[config.mk]
export PLATFORM = sky130hd
export DESIGN_NAME = rtc_bus_timing_flat
export DESIGN_NICKNAME = d
export VERILOG_FILES = /design/src/rtl/rtc_bus_timing_if.sv /design/src/rtl/rtc_bus_timing.sv /design/src/flat_wrapper.sv
export SDC_FILE = /design/constraint.sdc
export NUM_CORES = 1
export LEC_CHECK = 0
export CORE_MARGIN = 1.5
export CORE_UTILIZATION = 54
export DETAILED_ROUTE_END_ITERATION = 7
export PLACE_DENSITY_LB_ADDON = 0.12
export SLEW_MARGIN = 20
export SYNTH_ARGS = -nofsm -noshare
export SYNTH_HDL_FRONTEND = slang
export SYNTH_SLANG_ARGS = --single-unit
export TNS_END_PERCENT = 10
[constraint.sdc]
create_clock -name clk -period 2.7 [get_ports clk]
set_clock_uncertainty 0.05 [all_clocks]
set_input_delay 0.27 -clock clk [delete_from_list [all_inputs] [get_ports clk]]
set_output_delay 0.27 -clock clk [all_outputs]
set_load 0.005 [all_outputs]
[src/rtl/rtc_bus_timing_if.sv]
// rtl/rtc_bus_timing_if.sv - signal bundle between the RTC bus timing generator and its neighbours
//
// Purpose: groups the run/direction controls and the phase, counter, bus-direction,
//          pin-strobe and status outputs of rtc_bus_timing.
// Signals:
//   enable     1  run transactions back-to-back (driven by the slave side)
//   escritura  1  1 = current step is a write, 0 = read (driven by the slave side)
//   state      3  phase code
//   tiempos    5  intra-phase clock counter
//   flag_z     1  1 = FPGA data-bus drivers high-Z
//   cs_n       1  RTC chip select, active low
//   as         1  RTC address strobe / ALE, active high
//   rd_n       1  RTC read strobe, active low
//   wr_n       1  RTC write strobe, active low
//   busy       1  transaction in progress
//   done       1  one-clock pulse at the end of a transaction
// Modports: master = timing generator, slave = controller / environment.
interface rtc_bus_timing_if;
    logic       enable;
    logic       escritura;
    logic [2:0] state;
    logic [4:0] tiempos;
    logic       flag_z;
    logic       cs_n;
    logic       as;
    logic       rd_n;
    logic       wr_n;
    logic       busy;
    logic       done;

    modport master (
        input  enable, escritura,
        output state, tiempos, flag_z, cs_n, as, rd_n, wr_n, busy, done
    );

    modport slave (
        output enable, escritura,
        input  state, tiempos, flag_z, cs_n, as, rd_n, wr_n, busy, done
    );
endinterface

[src/rtl/rtc_bus_timing.sv]
// rtl/rtc_bus_timing.sv - bus-cycle timing generator for the multiplexed A/D RTC interface
//
// Purpose: sequences the RTC bus phases (idle, address, read or write, release),
//          producing the phase code, intra-phase counter, bus direction, RTC pin
//          strobes and busy/done status. All outputs are registered and aligned.
// Ports:
//   clk        in   system clock
//   reset      in   asynchronous active-low reset
//   bus        master modport of rtc_bus_timing_if (enable/escritura in; state,
//              tiempos, flag_z, cs_n, as, rd_n, wr_n, busy, done out)
//   trans_cnt  out  [15:0] completed-transaction count, present only when
//              RTC_TRANS_COUNT_EN is defined
// Parameters:
//   PHASE_LEN  clocks per bus phase (28..32)
//   IDLE_LEN   clocks spent in alta_imp between transactions (>=1)
module rtc_bus_timing #(
    parameter int PHASE_LEN = 32,
    parameter int IDLE_LEN  = 32
) (
    input  logic             clk,
    input  logic             reset,
    rtc_bus_timing_if.master bus
`ifdef RTC_TRANS_COUNT_EN
    ,
    output logic [15:0]      trans_cnt
`endif
);

    typedef enum logic [2:0] {
        TRAN_Z_E       = 3'b000,
        ALTA_IMP       = 3'b001,
        ENVIO_DIR      = 3'b010,
        TRAN_E_Z       = 3'b011,
        LEER           = 3'b100,
        ESCRIBIR       = 3'b101,
        ALTA_IMP_FINAL = 3'b111
    } phase_t;

    localparam logic [4:0]  T_LAST    = 5'(PHASE_LEN - 1);
    localparam logic [4:0]  T_WIN_LO  = 5'd2;
    localparam logic [4:0]  T_WIN_HI  = 5'(PHASE_LEN - 3);
    localparam logic [15:0] IDLE_LAST = 16'(IDLE_LEN - 1);

    phase_t      phase;
    phase_t      phase_nx;
    logic [4:0]  tiempos_q;
    logic [4:0]  tiempos_nx;
    logic [15:0] idle_cnt;
    logic [15:0] idle_cnt_nx;
    logic        win_nx;

    logic        flag_z_q;
    logic        cs_n_q;
    logic        as_q;
    logic        rd_n_q;
    logic        wr_n_q;
    logic        busy_q;
    logic        done_q;

    // Next phase / counter. In alta_imp the idle counter only advances while
    // enable is high and is held at zero otherwise, so a re-enable from the
    // parked state always waits the full IDLE_LEN before tran_Z_E.
    always_comb begin
        phase_nx    = phase;
        tiempos_nx  = tiempos_q + 5'd1;
        idle_cnt_nx = idle_cnt;
        if (phase == ALTA_IMP) begin
            tiempos_nx = '0;
            if (!bus.enable) begin
                idle_cnt_nx = '0;
            end else if (idle_cnt == IDLE_LAST) begin
                idle_cnt_nx = '0;
                phase_nx    = TRAN_Z_E;
            end else begin
                idle_cnt_nx = idle_cnt + 16'd1;
            end
        end else if (tiempos_q == T_LAST) begin
            tiempos_nx = '0;
            case (phase)
                TRAN_Z_E:       phase_nx = ENVIO_DIR;
                // escritura is looked at only here, on the last clock of envio_dir
                ENVIO_DIR:      phase_nx = bus.escritura ? ESCRIBIR : TRAN_E_Z;
                TRAN_E_Z:       phase_nx = LEER;
                LEER, ESCRIBIR: phase_nx = ALTA_IMP_FINAL;
                default:        phase_nx = ALTA_IMP;
            endcase
        end
    end

    // Strobe window is decoded from the next phase/counter so the registered
    // strobes line up with the registered state and tiempos.
    assign win_nx = (tiempos_nx >= T_WIN_LO) && (tiempos_nx <= T_WIN_HI);

    always_ff @(posedge clk or negedge reset) begin
        if (!reset) begin
            phase     <= ALTA_IMP;
            tiempos_q <= '0;
            idle_cnt  <= '0;
            flag_z_q  <= 1'b1;
            cs_n_q    <= 1'b1;
            as_q      <= 1'b0;
            rd_n_q    <= 1'b1;
            wr_n_q    <= 1'b1;
            busy_q    <= 1'b0;
            done_q    <= 1'b0;
        end else begin
            phase     <= phase_nx;
            tiempos_q <= tiempos_nx;
            idle_cnt  <= idle_cnt_nx;
            flag_z_q  <= !(phase_nx inside {TRAN_Z_E, ENVIO_DIR, ESCRIBIR});
            as_q      <= (phase_nx == ENVIO_DIR) && win_nx;
            wr_n_q    <= !((phase_nx == ESCRIBIR) && win_nx);
            rd_n_q    <= !((phase_nx == LEER) && win_nx);
            cs_n_q    <= !(((phase_nx == ESCRIBIR) || (phase_nx == LEER)) && win_nx);
            busy_q    <= (phase_nx != ALTA_IMP);
            done_q    <= (phase_nx == ALTA_IMP_FINAL) && (tiempos_nx == T_LAST);
        end
    end

`ifdef RTC_TRANS_COUNT_EN
    // Counts on the clock after each done pulse; wraps naturally at 16 bits.
    always_ff @(posedge clk or negedge reset) begin
        if (!reset) begin
            trans_cnt <= '0;
        end else if (done_q) begin
            trans_cnt <= trans_cnt + 16'd1;
        end
    end
`endif

    assign bus.state   = phase;
    assign bus.tiempos = tiempos_q;
    assign bus.flag_z  = flag_z_q;
    assign bus.cs_n    = cs_n_q;
    assign bus.as      = as_q;
    assign bus.rd_n    = rd_n_q;
    assign bus.wr_n    = wr_n_q;
    assign bus.busy    = busy_q;
    assign bus.done    = done_q;

endmodule
[src/flat_wrapper.sv]
// flat-port wrapper written by rule: the top's interface ports become plain ports
module rtc_bus_timing_flat 
#(
    parameter int PHASE_LEN = 32,
    parameter int IDLE_LEN  = 32
)
  (clk, reset, bus_enable, bus_escritura, bus_state, bus_tiempos, bus_flag_z, bus_cs_n, bus_as, bus_rd_n, bus_wr_n, bus_busy, bus_done);
  rtc_bus_timing_if bus_i ();
  input  logic clk;
  input  logic reset;
  input wire logic [$bits(bus_i.enable)-1:0] bus_enable;
  input wire logic [$bits(bus_i.escritura)-1:0] bus_escritura;
  output wire logic [$bits(bus_i.state)-1:0] bus_state;
  output wire logic [$bits(bus_i.tiempos)-1:0] bus_tiempos;
  output wire logic [$bits(bus_i.flag_z)-1:0] bus_flag_z;
  output wire logic [$bits(bus_i.cs_n)-1:0] bus_cs_n;
  output wire logic [$bits(bus_i.as)-1:0] bus_as;
  output wire logic [$bits(bus_i.rd_n)-1:0] bus_rd_n;
  output wire logic [$bits(bus_i.wr_n)-1:0] bus_wr_n;
  output wire logic [$bits(bus_i.busy)-1:0] bus_busy;
  output wire logic [$bits(bus_i.done)-1:0] bus_done;
  assign bus_i.enable = bus_enable;
  assign bus_i.escritura = bus_escritura;
  assign bus_state = bus_i.state;
  assign bus_tiempos = bus_i.tiempos;
  assign bus_flag_z = bus_i.flag_z;
  assign bus_cs_n = bus_i.cs_n;
  assign bus_as = bus_i.as;
  assign bus_rd_n = bus_i.rd_n;
  assign bus_wr_n = bus_i.wr_n;
  assign bus_busy = bus_i.busy;
  assign bus_done = bus_i.done;
  rtc_bus_timing #(.PHASE_LEN(PHASE_LEN), .IDLE_LEN(IDLE_LEN)) u_core (.clk(clk), .reset(reset), .bus(bus_i));
endmodule
==> results of run 1 <==
==> registers in the layout (all words and copies together) (netlist names) <==
| name | flops |
|---|---|
| u_core.bus.cs_n | 1 |
| u_core.bus.state | 3 |
| u_core.bus.tiempos | 5 |
| u_core.bus.busy | 1 |
| u_core.bus.as | 1 |
| u_core.bus.done | 1 |
| u_core.idle_cnt | 16 |
| u_core.bus.rd_n | 1 |
| u_core.bus.wr_n | 1 |
| u_core.bus.flag_z | 1 |
==> stage by stage <==
step | area [sq um] | hold WS [ps] | worst slack, ps
floorplan | 1590 | -75.6 | 679
global placement | 1780 | 426 | 607
detailed placement | 1780 | 436 | 499
CTS | 1850 | 285 | 474
global route | 1850 | 305 | 262
finish | 1850 | 271 | 478
==> worst max path at each step <==
stage / startpoint / endpoint / slack, ps / cells after the start
floorplan: u_core.bus.tiempos[0] / u_core.bus.as / 680 / 7
CTS: u_core.bus.tiempos[0] / u_core.bus.as / 470 / 7
finish: u_core.bus.tiempos[0] / u_core.bus.flag_z / 480 / 7
detailed placement: u_core.bus.tiempos[0] / u_core.bus.as / 500 / 7
global placement: u_core.bus.tiempos[0] / u_core.bus.flag_z / 610 / 7
global route: u_core.bus.tiempos[0] / u_core.bus.flag_z / 260 / 7
==> area by class of cell <==
| class | instances | share of cell area |
|---|---|---|
| clock buffer | 7 | 0.0351 |
| inverter | 7 | 0.0142 |
| sequential | 31 | 0.422 |
| timing repair buffer | 20 | 0.105 |
| multi-input combinational | 111 | 0.398 |
| tap | 31 | 0.0209 |
| clock inverter | 1 | 0.00405 |
==> power groups by stage <==
stage	Sequential (W)	Clock, W	Combinational, W
2_1_floorplan	0.000503	0	0.0000487
3_3_place_gp	0.000504	0	0.0000891
3_5_place_dp	0.000506	0	0.0000902
4_1_cts	0.000497	0.000324	0.0000914
5_1_grt	0.000500	0.000347	0.000101
6_report	0.000497	0.000316	0.0000901
==> Yosys cell counts, drive strengths merged (2+ instances only) <==
cell / n / area, sq um
or3: 5 / 31.3
nand2b: 2 / 12.5
nand2: 11 / 41.3
nor2b: 2 / 12.5
buf: 2 / 16.3
xnor2: 2 / 17.5
ha: 3 / 37.5
a21oi: 10 / 50.1
nor3: 2 / 10.0
nor2: 10 / 45.0
and2: 2 / 12.5
or4: 2 / 18.8
nand3: 9 / 45.0
and3: 7 / 45.1
dfstp: 5 / 131
nand4: 7 / 43.8
nor4b: 2 / 23.8
dfrtp: 26 / 651
clkbuf: 6 / 22.5
mux2i: 4 / 40.0
nand3b: 3 / 22.5
o21ai: 8 / 40.0
inv: 7 / 26.3
xor2: 6 / 52.6
==> logic make-up (layout without fill, tap and decap cells) <==
logic type / count (synthesis) / after routing / share of synthesized area
buffers and inverters: 15 / 35 / 0.0410
multiplexers: 4 / 4 / 0.0253
AND/OR/NAND/NOR: 70 / 70 / 0.264
AO/OA/AOI/OAI: 26 / 26 / 0.108
adder cells (fa/ha/maj): 3 / 3 / 0.0237
XOR/XNOR: 8 / 8 / 0.0442
flip-flops: 31 / 31 / 0.493
==> per-layer routing <==
layer | GRT usage | vias to the layer above | wire, microns
met5 | 0 | - | 0
met2 | 0.330 | 43 | 1490
met1 | 0.278 | 603 | 1400
met3 | 0.0680 | 4 | 154
met4 | 0.0897 | 0 | 34
li1 | - | 604 | -
==> worst max-delay path, stage by stage (launching register included) <==
cell and delay (ps):
dfrtp_1 430, ha_1 230, and3_1 150, ha_1 300, a21boi_0 200, o32ai_1 100
a21oi_1 440, mux2i_1 250
==> impl_metrics.csv, run 1 <==
group,metric,value,unit
clocking,cts_hold_buf,0,
pwr,combinationalPowerShare,0.100,
detailed_routing,drc,0,
pwr,p_leak,0.794,nW
pwr,swShare,0.248,
clocking,ctsResizeCount,0,
detailed_routing,dr.pass1.iters,5,
clocking,cts_sinks,31,
timing,period_needed,2220,ps
grt,antenna_found_initial,0,
clocking,cts_root_buffer,"clkbuf_4",
timing,maxSlewViolCount,0,
hold_path,min_path_type,"in -> async",
critical_path,r2r-end,"u_core.bus.flag_z",
final_layout,regArea,782,sq um
detailed_routing,drt_iter0_drc,54,
final_layout,mostFrequentLayoutCell,"dfrtp_1",
place,place_congestion,0.817,
flow_run,cap_violations,0,
floorplan,core_area,0.00278,sq mm
logic_synthesis,synth.avg_cell_area,10.1,sq um
logic_synthesis,synth_seq_cells,31,
final_layout,most-common-layout-cells,"dfrtp_1 (26), clkdlybuf4s50_1 (18), nand2_1 (11)",
timing,finalCritPeriodShare,0.823,
grt,grt_usage,0.213,
floorplan,die-area,0.00327,sq mm
logic_synthesis,synth_edf_count,0,
critical_path,cp_data_arrival_time,2430,ps
timing,timing.fmax,450,MHz
pwr,power_frac_clock,0.350,
clocking,cts_setup_buffers,0,
grt,grt_max_degree,32,
critical_path,critPathMaxFanout,11,
timing,relSlewSlack,0.650,
pwr,p_int,0.000679,W
detailed_routing,routed_wl,3080,microns
timing,fin_setup_tns,0,ps
place,port_buffers,18,
detailed_routing,wl_per_cell,14.8,microns
grt,grt_pass1_vias,1171,
pwr,vdd_drop_max,439,uV
clocking,clockBufferDepth,2,
floorplan,ios,19,
logic_synthesis,seq_area_frac_synth,0.493,
logic_synthesis,async_reset_ff_frac,1.00,
logic_synthesis,synth-main-ff-cell,"dfrtp_1",
clocking,cts-buffers-inserted,5,
floorplan,initial_core_util,0.570,
critical_path,critPathCaptureType,"register",
pwr,switching_power,0.000224,W
critical_path,r2r-start,"u_core.bus.tiempos[0]",
place,placed_cells,200,
grt,grt-ovfl-total,0,
run_status,status,"completed",
timing,tightest_slew,524,ps
pwr,power_density,487,mW/mm^2
clocking,cts_tree,"built",
final_layout,drive_gt1_frac,0.136,
floorplan,die_y,57.2,microns
final_layout,final_cells,208,
floorplan,num_rows,19,
clocking,cts.clk_slew.worst_paths,100,ps
timing,grt_setup_unrepaired,"no",
final_layout,nets,183,
critical_path,required,2910,ps
logic_synthesis,syn_inst,157,
floorplan,die-width,57.2,microns
logic_synthesis,synthesis.area,0.00159,sq mm
final_layout,n_fill_cell,239,
grt,grt_first_pass_wirelength,5240,microns
final_layout,multiInputGateArea,738,sq um
detailed_routing,ant_nets,0,
timing,hold_viol,0,
logic_synthesis,ys_types,43,
final_layout,area.growth.synth_to_final,16.9,%
final_layout,finish.utilization,0.666,
clocking,clkLatencyLatePin,330,ps
pwr,power_frac_seq,0.550,
critical_path,rrSetupSlack,480,ps
final_layout,antenna_cells,0,
logic_synthesis,yosys_warnings,0,
critical_path,path_class,"reg -> reg",
clocking,htreeDepth,2,
detailed_routing,vias,1254,
pwr,power,0.000903,W
timing,setup_viol,0,
detailed_routing,viasPerCell,6.03,
place,place_hpwl,2130,microns
logic_synthesis,syn_nets,164,
critical_path,rr_worst_depth,7,
critical_path,setup.worst_path.start_class,"register",
(Power assumes the default switching activity.)
==> inputs of run 2 (changes only) <==
- clock period: 2.7 -> 2.1 ns (I/O delays scaled with it)
==> run 2 against run 1 <==
Compared with the run above:
- die area did not move
- largest cell class unchanged
- fmax is 7.6% higher
- critical path depth down 3
- clock power rose by 56%
==> impl_metrics.csv, run 2 (synthesis gave the netlist of run 1 again) <==
group,metric,value,unit
floorplan,die-width,57.2,microns
clocking,clockBufferDepth,2,
detailed_routing,vias,1287,
grt,grt_first_pass_wirelength,5520,microns
final_layout,regMostFlops,"u_core.idle_cnt",
pwr,vdd_drop_max,647,uV
critical_path,path_class,"reg -> reg",
critical_path,critPathMaxFanout,6,
grt,antenna_found_initial,0,
detailed_routing,wl_per_cell,15.5,microns
timing,setup_viol,0,
flow_run,cap_violations,0,
hold_path,min_path_type,"in -> async",
place,port_buffers,18,
grt,grt_usage,0.221,
floorplan,die_y,57.2,microns
critical_path,r2r-start,"u_core.idle_cnt[8]",
timing,timing.fmax,484,MHz
floorplan,die-area,0.00327,sq mm
final_layout,antenna_cells,0,
critical_path,setup.worst_path.start_class,"register",
detailed_routing,drt_iter0_drc,47,
critical_path,rrSetupSlack,30,ps
timing,period_needed,2070,ps
final_layout,most-common-layout-cells,"dfrtp_1 (26), clkdlybuf4s50_1 (18), nand2_1 (11)",
grt,grt_pass1_vias,1243,
critical_path,r2r-end,"u_core.bus.as",
detailed_routing,drc,0,
final_layout,finish.utilization,0.703,
floorplan,initial_core_util,0.570,
critical_path,cp_data_arrival_time,2270,ps
run_status,status,"completed",
final_layout,nets,189,
detailed_routing,ant_nets,0,
timing,relSlewSlack,0.684,
final_layout,area.growth.synth_to_final,23.4,%
timing,hold_viol,0,
timing,fin_setup_tns,0,ps
clocking,htreeDepth,2,
grt,grt_max_degree,32,
final_layout,mostFrequentLayoutCell,"dfrtp_1",
pwr,p_leak,0.839,nW
place,place_hpwl,2230,microns
place,placed_area,0.00181,sq mm
pwr,power_density,649,mW/mm^2
clocking,clkLatencyLatePin,340,ps
clocking,cts_sinks,31,
detailed_routing,dr.pass1.iters,4,
clocking,cts.clk_slew.worst_paths,110,ps
grt,grt-ovfl-total,0,
timing,finalCritPeriodShare,0.984,
final_layout,drive_gt1_frac,0.202,
detailed_routing,viasPerCell,6.01,
clocking,cts_tree,"built",
critical_path,rr_worst_depth,4,
timing,maxSlewViolCount,0,
detailed_routing,routed_wl,3320,microns
final_layout,n_fill_cell,214,
floorplan,num_rows,19,
critical_path,critPathCaptureType,"register",
floorplan,core_area,0.00278,sq mm
final_layout,final_area,0.00196,sq mm
clocking,cts_root_buffer,"clkbuf_4",
floorplan,ios,19,
place,place_congestion,0.790,
final_layout,largest_reg_flops,16,
critical_path,required,2300,ps
timing,grt_setup_unrepaired,"yes",
timing,tightest_slew,470,ps
clocking,cts-buffers-inserted,5,
-- run 2: how the worst max path moves through the flow --
stage / start / end / slack (ps) / depth (start not counted)
floorplan: u_core.bus.tiempos[0] / u_core.bus.as / 80 / 7
global placement: u_core.bus.tiempos[1] / u_core.bus.wr_n / 50 / 8
detailed placement: u_core.bus.tiempos[1] / u_core.bus.wr_n / 0.01 / 8
CTS: u_core.bus.tiempos[1] / u_core.bus.wr_n / 30 / 8
global route: u_core.idle_cnt[8] / u_core.idle_cnt[9] / -30 / 4
finish: u_core.idle_cnt[8] / u_core.bus.as / 30 / 4
-- run 2: layout make-up --
type	instances	area, sq um	share of cell area
sequential	31	782	0.400
inverter	7	26.3	0.0134
timing repair buffer	26	240	0.123
tap	31	38.8	0.0198
multi-input combinational	111	782	0.400
clock inverter	2	35.0	0.0179
clock buffer	6	51.3	0.0262
-- run 2: power by group --
| group | total [W] | leakage (nW) | switching (W) | internal (W) |
|---|---|---|---|---|
| sequential | 0.000637 | 0.407 | 0.0000164 | 0.000621 |
| clock | 0.000494 | 0.0482 | 0.000213 | 0.000281 |
| combinational | 0.000137 | 0.384 | 0.0000669 | 0.0000703 |
-- run 2: what timing repair did --
action                                  CTS  global route
gates cloned                              0             0
pin swaps                                 0             1
endpoints found under the setup margin    3            16
hold buffers                              0             0
setup buffers                             2             0
resized for setup                         1             7
-- run 2: stage by stage --
stage / cells / power [W] / hold WS [ps] / worst slack (ps)
6_report: 214 / 0.00127 / 196 / 34.2
5_1_grt: 214 / 0.00132 / 233 / -34.5
4_1_cts: 214 / 0.00127 / 210 / 25.3
3_5_place_dp: 204 / 0.000773 / 436 / 0.0135
3_3_place_gp: 204 / 0.000769 / 424 / 48.8
2_1_floorplan: 157 / 0.000709 / -136 / 79.2
-- run 2: layer usage --
metal  vias to the layer above  part of all wire  global-route usage
met2                        28              0.51               0.356
li1                        614                 -                   -
met1                       639              0.43               0.279
met3                         6             0.036              0.0590
met4                         0             0.017               0.103
met5                         -                 0                   0
-- run 2: critical path: stages, from the launching register on --
cell and delay, ps:
dfrtp_1 440, or4_4 550, nor4_1 480, a21oi_2 200, nor4b_4 260
==> patch: new RTL, settings of run 2 <==
`IDLE_LEN` is set to 32 in 2 places; all go to 16.
--- a/src/rtl/rtc_bus_timing.sv
+++ b/src/rtl/rtc_bus_timing.sv
@@ -15,7 +15,7 @@
 //   IDLE_LEN   clocks spent in alta_imp between transactions (>=1)
 module rtc_bus_timing #(
     parameter int PHASE_LEN = 32,
-    parameter int IDLE_LEN  = 32
+    parameter int IDLE_LEN  = 16
 ) (
     input  logic             clk,
     input  logic             reset,
--- a/src/flat_wrapper.sv
+++ b/src/flat_wrapper.sv
@@ -2,7 +2,7 @@
 module rtc_bus_timing_flat 
 #(
     parameter int PHASE_LEN = 32,
-    parameter int IDLE_LEN  = 32
+    parameter int IDLE_LEN  = 16
 )
   (clk, reset, bus_enable, bus_escritura, bus_state, bus_tiempos, bus_flag_z, bus_cs_n, bus_as, bus_rd_n, bus_wr_n, bus_busy, bus_done);
   rtc_bus_timing_if bus_i ();
Function: no difference found for any inputs over 10 cycles, from zero or initial values and one cycle with reset low; that may be too few to reach the edited logic, so the function may still have changed.
==> patch against run 2 <==
- sequential cell count unchanged
- hold slack better by 0.022 ns
- area after synthesis down 2.4%
- final area down 2.4%
- setup slack got worse by 0.032 ns
- routed wire length down 1.2%
- first-iteration DRC count up 53%
- largest cell class unchanged
Power is not compared: it rests on default switching activity, and its combinational part moved more than twofold at a synthesized area within 25%.
==> patch: results <==
export IMPL_status="complete, no violations"
export IMPL_p_leak_nw=0.8443
export IMPL_diodes=0
export IMPL_portBuffers=18
export IMPL_gp_congestion=0.8406
export IMPL_antenna_found_initial=0
export IMPL_nets=195
export IMPL_post_drt_via_cell_ratio=5.736
export IMPL_arrival_ns=2.30
export IMPL_ys_types=39
export IMPL_mappedNetlistNets=162
export IMPL_worstMarginPinSlew_ns=0.3836
export IMPL_top_register="u_core.idle_cnt"
export IMPL_htreeDepth=2
export IMPL_grt_pass1_vias=1283
export IMPL_dp_hpwl_um=2173
export IMPL_synth_avg_cell_area_um2=9.985
export IMPL_dr_pass1_iters=4
export IMPL_async_flop_share_pct=100.0
export IMPL_root_buffer="clkbuf_4"
export IMPL_grt_max_degree=32
export IMPL_dp_cells=208
export IMPL_largest_reg_flops=16
export IMPL_vdd_drop_max_mv=0.9257
export IMPL_clock_path_buffers=2
export IMPL_synth_common_cells="dfrtp_1 (26), nor2_1 (17), nand2_1 (16)"
export IMPL_place_area_um2=1800
export IMPL_cp_max_fo=7
export IMPL_clk_latency_ns=0.32
export IMPL_ys_seq_area_share_pct=50.53
export IMPL_yosysWarningCount=0
export IMPL_fin_cells=220
export IMPL_holdCritPathClass="input pin to asynchronous set/reset pin"
export IMPL_cts_setup_buffers=0
export IMPL_drt_initial_drc_count=72
export IMPL_dpl_worst_slack_ns=0.02725
export IMPL_grt_usage_pct=22.74
export IMPL_ys_top_cells_by_area="dfrtp_1 (42%), dfstp_2 (8.5%), xor2_1 (5.1%)"
export IMPL_drcViolationCount=0
export IMPL_dominantRegCellSynth="dfrtp_1"
export IMPL_grt_first_pass_wirelength_um=5575
export IMPL_numCtsBuffers=5
export IMPL_drive_gt1_share_pct=16.93
export IMPL_routed_wirelength_um=3281
export IMPL_clk_pin_slew_ns=0.10
export IMPL_fillers=219
export IMPL_cts_resized=3
patch: logic make-up (layout without fill, tap and decap cells):
group                    count (synthesis)  count (layout)  share of synthesized area, %
XOR/XNOR                                14              14                         7.923
AO/OA/AOI/OAI                           17              17                         6.306
AND/OR/NAND/NOR                         76              76                         27.49
adder cells (fa/ha/maj)                  3               3                         2.425
buffers and inverters                   12              46                         4.042
flip-flops                              31              31                         50.53
multiplexers                             2               2                         1.294
patch: worst paths after layout:
check,start,to,slack [ns],cells after the start
max,u_core.bus.tiempos[0],u_core.bus.done,0.003,7
min,reset,u_core.bus.done,0.22,2
max reg2reg,u_core.bus.tiempos[0],u_core.bus.done,0.003,7
min reg2reg,u_core.idle_cnt[1],u_core.idle_cnt[1],0.45,2
max in group asynchronous,reset,u_core.bus.flag_z,1.47,2
min in group clk,u_core.idle_cnt[1],u_core.idle_cnt[1],0.45,2
patch: power breakdown:
part	internal, W	switching (W)	leakage [nW]
registers	0.000779	0.000137	0.394
logic	0.000432	0.000374	0.415
clock network	0.000162	0.000195	0.0353
total	0.00137	0.000707	0.844
patch: final cells by class:
class	instances	area [um2]	area share (%)
sequential	31	782.0	40.96
multi-input combinational	112	724.4	37.94
timing repair buffer	31	277.8	14.55
clock buffer	7	55.05	2.883
tap	31	38.79	2.031
inverter	7	26.28	1.376
clock inverter	1	5.005	0.2621
patch: metal layers:
metal  track usage, %  up-vias  part of all wire, %
li1                 -      602                    -
met1            26.10      602                   43
met2            38.87       52                   51
met3            6.452        6                  4.7
met4            10.54        0                  1.5
met5                0        -                    0
patch: critical path, stage by stage (launching register included):
cell and delay (ns):
dfrtp_1 0.39, ha_2 0.19, and3_1 0.17, ha_4 0.20
nor3_4 0.21, nand4b_1 0.15, or4b_1 0.54, a21oi_1 0.13
